<file path="config.mk">
export PLATFORM = sky130hd
export DESIGN_NAME = fifo_wr_ptr_full
export DESIGN_NICKNAME = d
export VERILOG_FILES = /design/src/rtl/fifo_wr_ptr_full.sv
export SDC_FILE = /design/constraint.sdc
export NUM_CORES = 1
export LEC_CHECK = 0
export BUFFER_PORTS_ARGS = -buffer_cell sky130_fd_sc_hd__buf_4
export CORE_MARGIN = 1
export CORE_UTILIZATION = 45
export DETAILED_ROUTE_END_ITERATION = 6
export PLACE_DENSITY_LB_ADDON = 0.05
export SLEW_MARGIN = 20
export SYNTH_ARGS = -nofsm -noshare
export SYNTH_HDL_FRONTEND = slang
export SYNTH_SLANG_ARGS = --single-unit
export TNS_END_PERCENT = 30
</file>
<file path="constraint.sdc">
create_clock -name W_CLK -period 2.3 [get_ports W_CLK]
set_input_delay 0.46 -clock W_CLK [delete_from_list [all_inputs] [get_ports W_CLK]]
set_output_delay 0.46 -clock W_CLK [all_outputs]
set_load 0.05 [all_outputs]
</file>
<file path="src/rtl/fifo_wr_ptr_full.sv">
// Write-side pointer/flag controller of the async FIFO: binary and Gray write
// pointers, read-pointer synchroniser, full / almost-full / level / overflow.
module fifo_wr_ptr_full #(
    parameter int ADDRESS      = 4,
    parameter int DEPTH        = 8,
    parameter int SYNC_STAGES  = 2,
    parameter int AFULL_THRESH = 6
) (
    input  logic               W_CLK,
    input  logic               W_RST,
    input  logic               W_INC,
    input  logic [ADDRESS-1:0] R_GRAY_PTR,
    output logic [ADDRESS-2:0] W_ADDR,
    output logic [ADDRESS-1:0] W_GRAY_PTR,
    output logic               W_FULL,
    output logic               W_AFULL,
    output logic [ADDRESS-1:0] W_LEVEL,
    output logic               W_OVERFLOW
);

    localparam logic [ADDRESS-1:0] AFULL_T = ADDRESS'(AFULL_THRESH);

    logic [SYNC_STAGES-1:0][ADDRESS-1:0] sync_q;
    logic [ADDRESS-1:0] wbin, wbin_n, wgray_n, rq, rbin, level_n, full_cmp;
    logic               winc_ok;

    assign W_ADDR   = wbin[$clog2(DEPTH)-1:0];
    assign rq       = sync_q[SYNC_STAGES-1];
    assign winc_ok  = W_INC & ~W_FULL;
    assign wbin_n   = wbin + {{(ADDRESS-1){1'b0}}, winc_ok};
    assign wgray_n  = wbin_n ^ (wbin_n >> 1);
    // Full when the write pointer is exactly one lap ahead: top two Gray bits inverted.
    assign full_cmp = {~rq[ADDRESS-1:ADDRESS-2], rq[ADDRESS-3:0]};
    assign level_n  = wbin_n - rbin;

    always_comb begin
        rbin = '0;
        for (int i = 0; i < ADDRESS; i++)
            rbin[i] = ^(rq >> i);
    end

    // Pure flop chain; nothing combinational may sit between stages.
    always_ff @(posedge W_CLK or posedge W_RST) begin
        if (W_RST)
            sync_q <= '0;
        else
            sync_q <= {sync_q[SYNC_STAGES-2:0], R_GRAY_PTR};
    end

    always_ff @(posedge W_CLK or posedge W_RST) begin
        if (W_RST) begin
            wbin       <= '0;
            W_GRAY_PTR <= '0;
            W_FULL     <= 1'b0;
            W_AFULL    <= 1'b0;
            W_LEVEL    <= '0;
            W_OVERFLOW <= 1'b0;
        end else begin
            wbin       <= wbin_n;
            W_GRAY_PTR <= wgray_n;
            W_FULL     <= (wgray_n == full_cmp);
            W_AFULL    <= (level_n >= AFULL_T);
            W_LEVEL    <= level_n;
            W_OVERFLOW <= W_OVERFLOW | (W_INC & W_FULL);
        end
    end

endmodule
</file>
==> metrics.yaml, run 1 <==
run_status:
  status: "completed"
timing:
  relSlewSlack: 0.489
  drv_slew: 0
  holdWs_ns: 0.248
  rsz0062_at_grt: "no"
  min_period_over_period: 0.931
  setup_viol: 0
  period_minus_slack_ns: 2.14
  hold_viol_final: 0
  fin_skew_ns: 0.00460
  fmax_ghz: 0.467
  tightest_slew_ns: 0.765
floorplan:
  row_count: 15
  ioPinCount: 21
  die_h_um: 46.0
  dieArea_um2: 2110
  start_util: 0.493
  coreArea_um2: 1760
  die_width_um: 46.0
logic_synthesis:
  yosys_most_used_dff: "dfrtp_1"
  synth_top_cell_area_share: 0.633
  syn_inst: 61
  synth.cell_area_um2: 870
  synth.avg_cell_area_um2: 14.3
  syn_nets: 74
  ys_warn_count: 0
  yosysMostFrequentCell: "dfrtp_1"
  ys_types: 16
  ys_ff_latch: 22
  seq_area_frac_synth: 0.633
  synth_top_area_cell: "dfrtp_1"
  synth_edf_count: 0
  synth_commonest_cells: "dfrtp_1, inv_1, xnor2_1, ha_1, xor2_1"
  synthArstFlopShare: 1.00
  synth_area_leaders: "dfrtp_1, ha_1, xnor2_1"
clock_network:
  cts-root-buf: "clkbuf_4"
  post-cts-setup-buffers: 0
  clk_pin_slew_ns: 0.12
  hold_buffers: 0
  clockBufferDepth: 2
  cts_sinks: 22
  h-tree-depth: 1
  cts_buffers: 3
  cts_tree: "yes"
  insertion_delay_ns: 0.31
  cts_resized: 0
placed_design:
  dpl.cell_count: 113
  numPortBuffers: 20
  routabilityCongestion: 0.750
  dpl-instance-area_um2: 1120
  hpwl_um: 917
detailed_routing:
  wl_mm: 1.17
  drc_errors: 0
  viasPerCell: 4.45
  vias: 521
  dr.first_iter.drc_count: 4
  routedWlPerCell_um: 9.97
  firstDrtPassIters: 4
  ant_nets: 0
final_layout:
  fillCellCount: 147
  finish.instance_area_um2: 1150
  areaGrowthSynthToFinish_pct: 32.8
  antenna_cells: 0
  drive_gt1_frac: 0.391
  fin_cells: 117
  final_util: 0.655
  fin_nets: 106
global_routing:
  first_global_vias: 494
  grt-ovfl-total: 0
  grt.total_usage: 0.136
  grt_pass1_wl_mm: 1.94
  grt_max_degree: 23
  antenna_found_initial: 0
min_path:
  hp-class: "input port to flip-flop"
  worstHoldStart: "R_GRAY_PTR[1]"
setup_path:
  reg2reg_from: "rq[3]$_DFF_PP0_"
  setup.worst_path.start: "rq[3]$_DFF_PP0_"
  cp-end-kind: "flip-flop"
  arrival_ns: 2.35
  criticalPathCategory: "flip-flop to flip-flop"
  path_max_fanout: 4
  critPathRequiredTime_ns: 2.51
  crit_path_start_kind: "flip-flop"
flow_run:
  maxCapViolCount: 0
critical path, stage by stage (launching register included):
cell     delay (ns)
dfrtp_1        0.44
xnor2_1        0.25
xor2_1         0.31
xnor2_1        0.11
ha_1           0.22
fa_1           0.38
xnor2_1        0.15
a21o_1         0.18
final timing paths:
path	end	slack, ns	cells after the start
max	W_AFULL$_DFF_PP0_	0.16	7
min	sync_q[1]$_DFF_PP0_	0.25	1
max reg2reg	W_AFULL$_DFF_PP0_	0.16	7
min reg2reg	rq[3]$_DFF_PP0_	0.36	0
max in group asynchronous	W_FULL$_DFF_PP0_	1.50	2
min in group asynchronous	sync_q[0]$_DFF_PP0_	0.28	2
cell families after synthesis:
kind of cell | after synthesis | synth area share
compound gates | 5 | 0.0374
buf+inv | 8 | 0.0345
fa+ha+maj | 6 | 0.0950
xor+xnor | 13 | 0.157
flops | 22 | 0.633
simple gates | 7 | 0.0432
area by class of cell:
cell class / count / area (µm²) / area share
flip-flops and latches: 22 / 553 / 0.479
multi-input cells: 31 / 302 / 0.261
repair buffers: 27 / 203 / 0.176
clock buffers: 4 / 36.3 / 0.0314
well taps: 25 / 31.3 / 0.0271
inverters: 8 / 30.0 / 0.0260
sequential cells by signal (all words and copies together), names as in the netlist:
register,flops
W_GRAY_PTR,4
wbin,3
rq,4
W_LEVEL,4
W_AFULL,1
W_FULL,1
W_OVERFLOW,1
sync_q,4
routing by layer:
metal / vias up / routed length, µm / global-route usage
li1: 256 / - / -
met1: 243 / 492 / 0.153
met2: 17 / 576 / 0.234
met3: 5 / 60 / 0.0238
met4: 0 / 37 / 0.0882
met5: - / 0 / 0
cells in the final DEF (no fill, tap or decap), drive strengths merged:
master,instances
a21o,2
a21oi,1
a22oi,1
buf,27
clkbuf,4
dfrtp,22
fa,1
ha,5
inv,8
nand2,1
nand3,3
nor2b,1
o21ai,1
or3,2
xnor2,8
xor2,4
xor3,1
metrics by stage:
stage	setup slack, ns	setup TNS, ns
global placement	-0.0474	-0.0474
CTS	0.127	0
floorplan	0.0158	0
detailed placement	-0.0391	-0.0391
global route	0.0499	0
finish	0.160	0
Power of run 1 is left out: the tool's default activity adds up to more than one toggle a clock period on the data nets, which glitch-free logic cannot reach.
==> run 2, diff against run 1 <==
- SETUP_SLACK_MARGIN: unset -> 0.3
==> metrics.yaml, run 2 (synthesis gave the netlist of run 1 again) <==
setup_path:
  critPathRequiredTime_ns: 2.50  # about the same
  path_max_fanout: 3  # -1
  cp-end-kind: "flip-flop"
  reg2reg_depth: 10  # +3
  arrival_ns: 2.25  # -0.10 ns
  crit_path_start_kind: "flip-flop"
  criticalPathCategory: "flip-flop to flip-flop"
final_layout:
  layout_commonest_cell: "buf_4"
  fin_nets: 108  # +1.9%
  antenna_cells: 0  # unchanged
  layout_common_cells: "buf_4, dfrtp_1, inv_1"
  areaGrowthSynthToFinish_pct: 42.2
  finish.instance_area_um2: 1240  # +7.0%
  drive_gt1_frac: 0.479  # +0.0874
floorplan:
  start_util: 0.493  # unchanged
  die_h_um: 46.0  # unchanged
  ioPinCount: 21  # unchanged
  row_count: 15  # unchanged
  die_width_um: 46.0  # unchanged
  dieArea_um2: 2110  # unchanged
  coreArea_um2: 1760  # unchanged
global_routing:
  busiest_layer: "met2"
  met1_usage: 0.159  # +0.00542
  grt-ovfl-total: 0  # unchanged
  grt_max_degree: 23  # unchanged
  first_global_vias: 514  # +4.0%
  antenna_found_initial: 0  # unchanged
  grt_pass1_wl_mm: 2.04  # +5.4%
  met3_usage: 0.0357  # +0.0119
  met2_usage: 0.256  # +0.0225
  grt.total_usage: 0.142  # +0.00601
flow_run:
  maxCapViolCount: 0  # unchanged
clock_network:
  cts_sinks: 22  # unchanged
  cts_buffers: 3  # unchanged
  insertion_delay_ns: 0.29  # -0.02 ns
  clockBufferDepth: 2  # unchanged
  cts_tree: "yes"
  hold_buffers: 0  # unchanged
  h-tree-depth: 1  # unchanged
  clk_pin_slew_ns: 0.12  # about the same
  cts-root-buf: "clkbuf_4"
placed_design:
  routabilityCongestion: 0.714  # -4.9%
  numPortBuffers: 20  # unchanged
  dpl-instance-area_um2: 1110  # -0.34%
  hpwl_um: 968  # +5.6%
detailed_routing:
  dr.first_iter.drc_count: 4  # unchanged
  ant_nets: 0  # unchanged
  viasPerCell: 4.50  # +0.96%
  drc_errors: 0  # unchanged
  wl_mm: 1.26  # +8.1%
  firstDrtPassIters: 2  # -2
  routedWlPerCell_um: 10.6  # +6.2%
  vias: 535  # +2.7%
timing:
  setup_viol: 0  # unchanged
  tightest_slew_ns: 0.783  # +0.0178 ns
  fin_skew_ns: 0.00296  # -0.00164 ns
  period_minus_slack_ns: 2.05  # -0.0858 ns
  drv_slew: 0  # unchanged
  fmax_ghz: 0.487  # +4.2%
  relSlewSlack: 0.478  # -0.0119
  hold_viol_final: 0  # unchanged
  min_period_over_period: 0.893  # -0.0373
  rsz0062_at_grt: "yes"
min_path:
  worstHoldPathCells: 1  # unchanged
  hp-class: "input port to flip-flop"
run_status:
  status: "completed"
-- run 2: per-layer routing --
metal / part of all wire / wire length (µm) / vias up
met3: 0.041 / 52 / 2
met1: 0.41 / 514 / 255
met4: 0.0079 / 10 / 0
met5: 0 / 0 / -
li1: - / - / 263
met2: 0.54 / 683 / 15
-- run 2: what timing repair did --
item,in CTS,in global routing
gates resized for setup,1,4
pin swaps,2,4
endpoints found under the setup margin,3,4
buffers inserted,3,3
-- run 2: final timing paths --
check | from | end | slack (ns)
worst max register to register | W_FULL$_DFF_PP0_ | W_AFULL$_DFF_PP0_ | 0.25
min in group asynchronous | W_RST | rq[2]$_DFF_PP0_ | 0.30
worst min-delay path | R_GRAY_PTR[2] | sync_q[2]$_DFF_PP0_ | 0.26
max in group asynchronous | W_RST | W_FULL$_DFF_PP0_ | 1.46
worst max-delay path | W_FULL$_DFF_PP0_ | W_AFULL$_DFF_PP0_ | 0.25
worst min register to register | sync_q[0]$_DFF_PP0_ | rq[0]$_DFF_PP0_ | 0.36
-- run 2: per-stage QoR --
stage | util | cells | hold slack (ns) | setup WS [ns] | TNS (ns)
final | 0.701 | 119 | 0.261 | 0.246 | 0
after global routing | 0.701 | 119 | 0.235 | 0.163 | 0
after CTS | 0.679 | 116 | 0.250 | 0.197 | 0
after detailed placement | 0.632 | 109 | 0.340 | -0.00497 | -0.00497
after global placement | 0.632 | 109 | 0.332 | 0.0501 | 0
after floorplan | - | 61 | 0.331 | 0.127 | 0
-- run 2: worst max-delay path, stage by stage, from the launching register on --
cell and delay [ns]:
dfrtp_2 0.42, nor2b_1 0.13, ha_2 0.22, ha_4 0.16, xnor2_4 0.12, inv_2 0.07, ha_4 0.28, nand2_1 0.06
o21ai_2 0.11, xor3_1 0.24, a21o_1 0.17
-- run 2: layout make-up --
class | count | area [µm²]
inverter | 8 | 30.0
sequential | 22 | 554
multi-input combinational | 31 | 350
timing repair buffer | 29 | 218
fill | 139 | 528
clock buffer | 3 | 22.5
clock inverter | 1 | 30.0
tap | 25 | 31.3
Power of run 2 is left out for the same reason.
